`src/rtl/serial_fa_adder_ctrl.sv`:
```
// Bit-serial WIDTH-bit adder controller: streams operand bits LSB-first through an
// external combinational full adder and assembles the sum and final carry-out.
module serial_fa_adder_ctrl #(
  parameter int WIDTH = 8
) (
  input  logic             clk,
  input  logic             rst_n,
  input  logic             start,
  input  logic [WIDTH-1:0] op_a,
  input  logic [WIDTH-1:0] op_b,
  input  logic             cin,
  output logic             busy,
  output logic             done,
  output logic [WIDTH-1:0] sum_out,
  output logic             cout_out,
  output logic [2:0]       fa_port_input,
  input  logic [1:0]       fa_port_output
);

  localparam int CNT_W = (WIDTH > 1) ? $clog2(WIDTH) : 1;

  typedef enum logic [1:0] {
    S_IDLE = 2'd0,
    S_RUN  = 2'd1,
    S_DONE = 2'd2
  } state_e;

  state_e           state_q, state_d;
  logic [WIDTH-1:0] a_sh_q, a_sh_d;
  logic [WIDTH-1:0] b_sh_q, b_sh_d;
  logic [WIDTH-1:0] res_sh_q, res_sh_d;
  logic [WIDTH-1:0] sum_q, sum_d;
  logic             carry_q, carry_d;
  logic             cout_q, cout_d;
  logic             done_q, done_d;
  logic [CNT_W-1:0] cnt_q, cnt_d;
  logic             last_bit;
  logic [WIDTH-1:0] res_next;

  assign last_bit = (cnt_q == CNT_W'(WIDTH - 1));
  // New sum bit enters at the MSB so that after WIDTH shifts bit 0 sits at the LSB.
  assign res_next = (res_sh_q >> 1) | (WIDTH'(fa_port_output[0]) << (WIDTH - 1));

  always_ff @(posedge clk or negedge rst_n) begin
    if (!rst_n) begin
      state_q  <= S_IDLE;
      a_sh_q   <= '0;
      b_sh_q   <= '0;
      res_sh_q <= '0;
      sum_q    <= '0;
      carry_q  <= 1'b0;
      cout_q   <= 1'b0;
      done_q   <= 1'b0;
      cnt_q    <= '0;
    end else begin
      state_q  <= state_d;
      a_sh_q   <= a_sh_d;
      b_sh_q   <= b_sh_d;
      res_sh_q <= res_sh_d;
      sum_q    <= sum_d;
      carry_q  <= carry_d;
      cout_q   <= cout_d;
      done_q   <= done_d;
      cnt_q    <= cnt_d;
    end
  end

  // fa_port_output is only consumed in S_RUN, so X from the adder elsewhere is harmless.
  always_comb begin
    state_d  = state_q;
    a_sh_d   = a_sh_q;
    b_sh_d   = b_sh_q;
    res_sh_d = res_sh_q;
    sum_d    = sum_q;
    carry_d  = carry_q;
    cout_d   = cout_q;
    done_d   = done_q;
    cnt_d    = cnt_q;
    case (state_q)
      S_IDLE: begin
        if (start) begin
          a_sh_d   = op_a;
          b_sh_d   = op_b;
          carry_d  = cin;
          res_sh_d = '0;
          cnt_d    = '0;
          state_d  = S_RUN;
        end
      end
      S_RUN: begin
        res_sh_d = res_next;
        carry_d  = fa_port_output[1];
        a_sh_d   = a_sh_q >> 1;
        b_sh_d   = b_sh_q >> 1;
        cnt_d    = cnt_q + CNT_W'(1);
        if (last_bit) begin
          sum_d   = res_next;
          cout_d  = fa_port_output[1];
          done_d  = 1'b1;
          state_d = S_DONE;
        end
      end
      S_DONE: begin
        done_d  = 1'b0;
        state_d = S_IDLE;
      end
      default: begin
        done_d  = 1'b0;
        state_d = S_IDLE;
      end
    endcase
  end

  always_comb begin
    busy          = (state_q == S_RUN);
    fa_port_input = 3'b000;
    if (state_q == S_RUN) fa_port_input = {a_sh_q[0], b_sh_q[0], carry_q};
  end

  assign done     = done_q;
  assign sum_out  = sum_q;
  assign cout_out = cout_q;

endmodule

```
`config.mk`:
```
export PLATFORM = sky130hd
export DESIGN_NAME = serial_fa_adder_ctrl
export DESIGN_NICKNAME = d
export VERILOG_FILES = /design/src/rtl/serial_fa_adder_ctrl.sv
export SDC_FILE = /design/constraint.sdc
export NUM_CORES = 1
export LEC_CHECK = 0
export ABC_AREA = 1
export BUFFER_PORTS_ARGS = -buffer_cell sky130_fd_sc_hd__buf_2
export CAP_MARGIN = 10
export CELL_PAD_IN_SITES_DETAIL_PLACEMENT = 0
export CELL_PAD_IN_SITES_GLOBAL_PLACEMENT = 2
export CORE_ASPECT_RATIO = 0.9
export CORE_MARGIN = 2
export CORE_UTILIZATION = 27
export DETAILED_ROUTE_END_ITERATION = 6
export PLACE_DENSITY_LB_ADDON = 0.1
export SLEW_MARGIN = 15
export SYNTH_ARGS = -nofsm -noshare
export SYNTH_HDL_FRONTEND = slang
export SYNTH_SLANG_ARGS = --single-unit
```
`constraint.sdc`:
```
create_clock -name clk -period 4 [get_ports clk]
set_input_delay 0.2 -clock clk [delete_from_list [all_inputs] [get_ports clk]]
set_output_delay 0.2 -clock clk [all_outputs]
set_load 0.01 [all_outputs]
```
==> results of run 1 <==
## registers in the layout, summed over array words and instances, names as in the netlist
signal    cells
a_sh_q        8
b_sh_q        8
carry_q       1
cnt_q         3
cout_out      1
done          1
res_sh_q      7
state_q       2
sum_out       8
## cells in the mapped netlist
cell,n,area share
nand2_1,65,0.13
dfrtp_1,39,0.51
inv_1,38,0.075
nand3_1,28,0.074
nor2_1,7,0.014
o21ai_2,7,0.032
o21ai_1,6,0.016
nand2_2,5,0.016
buf_6,4,0.024
nand3_2,4,0.021
a21oi_1,3,0.0079
buf_2,3,0.0079
nand2_4,3,0.018
o21ai_0,3,0.0079
buf_4,2,0.0079
ha_1,2,0.013
inv_2,2,0.0040
buf_12,1,0.011
inv_4,1,0.0033
nor2_4,1,0.0059
## kinds of logic (layout without fill, tap and decap cells)
family          after synthesis  count (layout)  synth area share
fa+ha+maj                     2               2            0.0132
flops                        39              39             0.513
simple gates                113             113             0.277
compound gates               19              19            0.0639
buf+inv                      51              84             0.132
## final timing paths
check,startpoint,end,slack (ps)
worst max-delay path,state_q[0],sum_out[7],2050
worst min-delay path,rst_n,a_sh_q[5],50
worst max register to register,state_q[0],sum_out[7],2050
worst min register to register,cnt_q[1],cnt_q[1],480
max in group asynchronous,rst_n,b_sh_q[5],3370
min in group clk,op_b[7],b_sh_q[7],120
## power by group
group | internal [mW] | switching, mW
Clock | 0.122 | 0.140
Sequential | 0.570 | 0.104
Combinational | 0.254 | 0.416
## stage by stage
| step | util | instances |
|---|---|---|
| after CTS | 0.326 | 347 |
| after global routing | 0.326 | 347 |
| final | 0.326 | 347 |
| after detailed placement | 0.313 | 339 |
| after global placement | 0.313 | 339 |
| after floorplan | - | 224 |
## cell usage in the layout (no fill, tap or decap)
cell	count
o21ai_2	7
nand3_1	28
inv_1	38
inv_2	2
inv_4	1
nor2_4	1
clkbuf_1	1
clkinv_2	1
o21ai_0	3
clkbuf_8	5
o21ai_1	6
nand2_2	5
buf_2	35
nor2_1	7
nand2_4	3
clkinvlp_4	1
dfrtp_1	39
nand2_1	65
nand3_2	4
ha_1	2
a21oi_1	3
## cell type report
class / instances / area, µm²
Multi-Input combinational cell: 134 / 673
Sequential cell: 39 / 976
Clock buffer: 6 / 72.6
Timing Repair Buffer: 35 / 175
Inverter: 41 / 156
Tap cell: 90 / 113
Clock inverter: 2 / 12.5
Fill cell: 742 / 4510
## metal layers
layer	up-vias	global-route usage	part of all wire
li1	745	-	-
met1	693	0.174	0.51
met2	19	0.173	0.45
met3	2	0.0307	0.031
met4	0	0.0285	0.0043
met5	-	0	0
==> flow_metrics.env, run 1 <==
export IMPL_cp_required_ps=4230
export IMPL_synth_seq_cells=39
export IMPL_rsz0062_at_grt="false"
export IMPL_avgSynthCellArea_um2=8.48
export IMPL_pre_cts_ws_ps=2060
export IMPL_grt_pass1_wl_um=7230
export IMPL_post_cts_resized=0
export IMPL_mappedNetlistArea_um2=1900
export IMPL_area_growth_pct=14.6
export IMPL_cts_reportedPaths_clkPinSlew_ps=90
export IMPL_cp_slowest_cell="dfrtp_1"
export IMPL_reg2regPathDepth=6
export IMPL_drt_total_wl_um=4220
export IMPL_io_pins=36
export IMPL_wl_per_cell_um=12.2
export IMPL_cellPowerDensity_nw_per_um2=738
export IMPL_drive_gt1_frac=0.253
export IMPL_die_h_um=83.6
export IMPL_gr_usage_all_layers=0.119
export IMPL_ctsRootBufferMaster="clkbuf_8"
export IMPL_cts_max_level=2
export IMPL_worstSetupStartpointType="flip-flop"
export IMPL_hpwlAfterDp_um=2800
export IMPL_numClockSinks=39
export IMPL_path_buf_inv=2
export IMPL_cp_cell_sequence="inv_2, nor2_4, nand2_2, inv_1, nand2_1, nand2_1"
export IMPL_design_area_um2=2180
export IMPL_synth_nets=248
export IMPL_fmax_mhz=512
export IMPL_power_mw=1.61
export IMPL_drc=0
export IMPL_start_util=0.284
export IMPL_end_kind="flip-flop"
export IMPL_port_buffers=35
export IMPL_cts_tree="built"
export IMPL_yosysSeqAreaShare=0.513
export IMPL_gp_congestion=0.688
export IMPL_ir_drop_v=0.000199
export IMPL_fin_setup_tns_ps=0
export IMPL_overflow=0
export IMPL_min_path_type="in2async"
export IMPL_post_dp_cell_area_um2=2090
export IMPL_setup_violations=0
export IMPL_die_w_um=92.4
export IMPL_cp_top_family="flip-flops"
export IMPL_core_rowCount=28
export IMPL_post_cts_buffers=0
export IMPL_holdWs_ps=46.7
export IMPL_drv_cap=0
export IMPL_critical_path_class="reg2reg"
export IMPL_yosys_warnings=0
export IMPL_synthCells=224
export IMPL_route_vias_total=1459
export IMPL_drv_slew=0
export IMPL_slew_headroom=0.383
export IMPL_nets=280
export IMPL_fin_skew_ps=14.4
export IMPL_layout_min_cycle_time_ps=1950
export IMPL_vias_per_cell=4.20
export IMPL_grt_max_degree=40
export IMPL_first_pass_iters=4
export IMPL_p_leak_nw=1.21
export IMPL_antenna_found_initial=0
export IMPL_clk_path_buf_depth=2
export IMPL_clk_latency_ps=290
export IMPL_cp_arrival_ps=2180
export IMPL_worst_pin_slew_ps=926
export IMPL_finalCritPeriodShare=0.489
export IMPL_cp_depth=6
export IMPL_cpPeakStageDelay_ps=800
export IMPL_numCtsBuffers=5
export IMPL_postLayoutSetupSlackWorst_ps=2050
export IMPL_status="finished clean"
export IMPL_crit_path_frequent_cell="nand2_1"
export IMPL_holdBufCountCts=0
export IMPL_core_area_um2=6690
export IMPL_diodes=0
export IMPL_die_area_um2=7730
export IMPL_grt_pass1_vias=1415
export IMPL_ant_nets=0
export IMPL_drt_iter0_drc=72
export IMPL_synth_cell_types=20
export IMPL_hold_viol_final=0
export IMPL_timing_critical_path_fanout_max=18
Note: power is estimated with default switching activity, not from simulation.
==> run 2, diff against run 1 <==
==> constraint.sdc (replaced) <==
create_clock -name clk -period 1.75 [get_ports clk]
set_input_delay 0.0875 -clock clk [delete_from_list [all_inputs] [get_ports clk]]
set_output_delay 0.0875 -clock clk [all_outputs]
set_load 0.01 [all_outputs]
==> run 2 against run 1 <==
Effect of this change:
- combinational power increased by 150%
- power rose by 140%
- count of clock-buffer cells in the layout increased by 1
- global-route usage grew 0.19 points
- sequential share of layout area fell by 1.8 points
- worst setup slack worse by 1900 ps
- clock power grew 130%
- sequential power up 120%
- wire length rose by 2.2%
- first-iteration DRC count is 25% higher
- via count fell by 2.1%
- critical path type is now reg2out
- critical endpoint is now fa_port_input[2]
==> flow_metrics.env, run 2 (same netlist as run 1, synthesis figures left out) <==
export IMPL_status="finished clean"
export IMPL_rsz0062_at_grt="false"
export IMPL_drv_cap=0
export IMPL_drive_gt1_frac=0.270
export IMPL_holdWs_ps=15.2
export IMPL_cts_tree="built"
export IMPL_final_util=0.339
export IMPL_die_area_um2=7730
export IMPL_cp_arrival_ps=1510
export IMPL_layout_commonest_cell="nand2_1"
export IMPL_p_leak_nw=1.26
export IMPL_start_util=0.284
export IMPL_layout_min_cycle_time_ps=1600
export IMPL_area_growth_pct=19.3
export IMPL_drc=0
export IMPL_sw_frac_of_total=0.404
export IMPL_gr_usage_all_layers=0.121
export IMPL_p_seq_frac=0.400
export IMPL_cp_required_ps=1660
export IMPL_route_vias_total=1429
export IMPL_finalCritPeriodShare=0.915
export IMPL_setup_violations=0
export IMPL_drt_total_wl_um=4310
export IMPL_min_path_type="in2reg"
export IMPL_post_cts_resized=0
export IMPL_io_pins=36
export IMPL_port_buffers=35
export IMPL_worst_pin_slew_ps=520
export IMPL_crit_end="fa_port_input[2]"
export IMPL_wl_per_cell_um=12.1
export IMPL_post_cts_buffers=0
export IMPL_vias_per_cell=4.00
export IMPL_p_sw_mw=1.53
export IMPL_grt_pass1_wl_um=7280
export IMPL_nets=290
export IMPL_end_kind="primary output"
export IMPL_ir_drop_v=0.000459
export IMPL_clk_path_buf_depth=2
export IMPL_worstSetupStartpointType="flip-flop"
export IMPL_first_pass_iters=4
export IMPL_ff2ff_setup_slack_ps=280
export IMPL_holdBufCountCts=2
export IMPL_fmax_mhz=625
export IMPL_die_h_um=83.6
export IMPL_clkPwrFrac=0.157
export IMPL_core_area_um2=6690
export IMPL_slew_headroom=0.653
export IMPL_cts_max_level=2
export IMPL_clk_latency_ps=290
export IMPL_ant_nets=0
export IMPL_gp_congestion=0.693
export IMPL_cts_reportedPaths_clkPinSlew_ps=80
export IMPL_layout_common_cells="65 x nand2_1, 39 x dfrtp_1, 38 x inv_1"
export IMPL_numCtsBuffers=5
export IMPL_numClockSinks=39
export IMPL_diodes=0
export IMPL_crit_start="state_q[1]"
export IMPL_timing_rr_start="cnt_q[0]"
export IMPL_hpwlAfterDp_um=2930
export IMPL_internal_power_mw=2.26
export IMPL_antenna_found_initial=0
export IMPL_fin_skew_ps=5.50
export IMPL_overflow=0
export IMPL_die_w_um=92.4
export IMPL_drt_iter0_drc=90
export IMPL_hold_viol_final=0
export IMPL_ctsRootBufferMaster="clkbuf_8"
export IMPL_critical_path_class="reg2out"
export IMPL_grt_max_degree=40
export IMPL_fin_setup_tns_ps=0
export IMPL_reg2regPathDepth=6
export IMPL_timing_critical_path_fanout_max=11
export IMPL_cellPowerDensity_nw_per_um2=1670
export IMPL_timing_rr_end="cout_out"
export IMPL_grt_pass1_vias=1490
export IMPL_pwr_share_comb=0.443
export IMPL_core_rowCount=28
export IMPL_drv_slew=0
## run 2: cell count changes in the layout (fill, tap and decap cells not counted), sizes merged
cell / change
buf: +8
clkbuf: +1
dlygate4sd3: +2
clkinvlp: -1
## run 2: layout make-up
type | count | area, µm²
Timing Repair Buffer | 45 | 268
Inverter | 41 | 156
Fill cell | 739 | 4420
Sequential cell | 39 | 976
Clock inverter | 1 | 5.00
Clock buffer | 7 | 76.3
Tap cell | 90 | 113
Multi-Input combinational cell | 134 | 673
## run 2: per-stage QoR
stage | cell area (µm²) | setup slack, ps | total power, mW | instances
2_1_floorplan | 1900 | 508 | 2.78 | 224
3_3_place_gp | 2170 | 330 | 3.26 | 347
3_5_place_dp | 2170 | 274 | 3.25 | 347
4_1_cts | 2270 | 95.1 | 3.87 | 357
5_1_grt | 2270 | 41.1 | 4.17 | 357
6_report | 2270 | 149 | 3.78 | 357
## run 2: worst max-delay path, stage by stage (launching register included)
cell	delay, ps
dfrtp_1	440
inv_2	200
nand2_4	140
buf_4	220
nor2_1	90
buf_2	130
## run 2: worst min path at each step
stage                                 start  cells past startpoint           to
after CTS                 fa_port_output[0]                      3   sum_out[7]
after global placement                rst_n                      2  res_sh_q[7]
after floorplan                       rst_n                      0    a_sh_q[0]
final                               op_a[7]                      3    a_sh_q[7]
after detailed placement              rst_n                      2  res_sh_q[7]
after global routing      fa_port_output[0]                      3   sum_out[7]
## run 2: power by group through the flow
stage	sequential (mW)	clock [mW]	combinational (mW)
3_5_place_dp	1.53	0	1.71
6_report	1.51	0.594	1.67
3_3_place_gp	1.54	0	1.72
5_1_grt	1.56	0.661	1.94
4_1_cts	1.52	0.628	1.73
2_1_floorplan	1.54	0	1.25
## run 2: metal layers
| layer | wire length (µm) | share of wire | global-route usage |
|---|---|---|---|
| met1 | 2280 | 0.53 | 0.178 |
| met2 | 1850 | 0.43 | 0.171 |
| met3 | 136 | 0.032 | 0.0298 |
| met4 | 46 | 0.011 | 0.0407 |
| met5 | 0 | 0 | 0 |
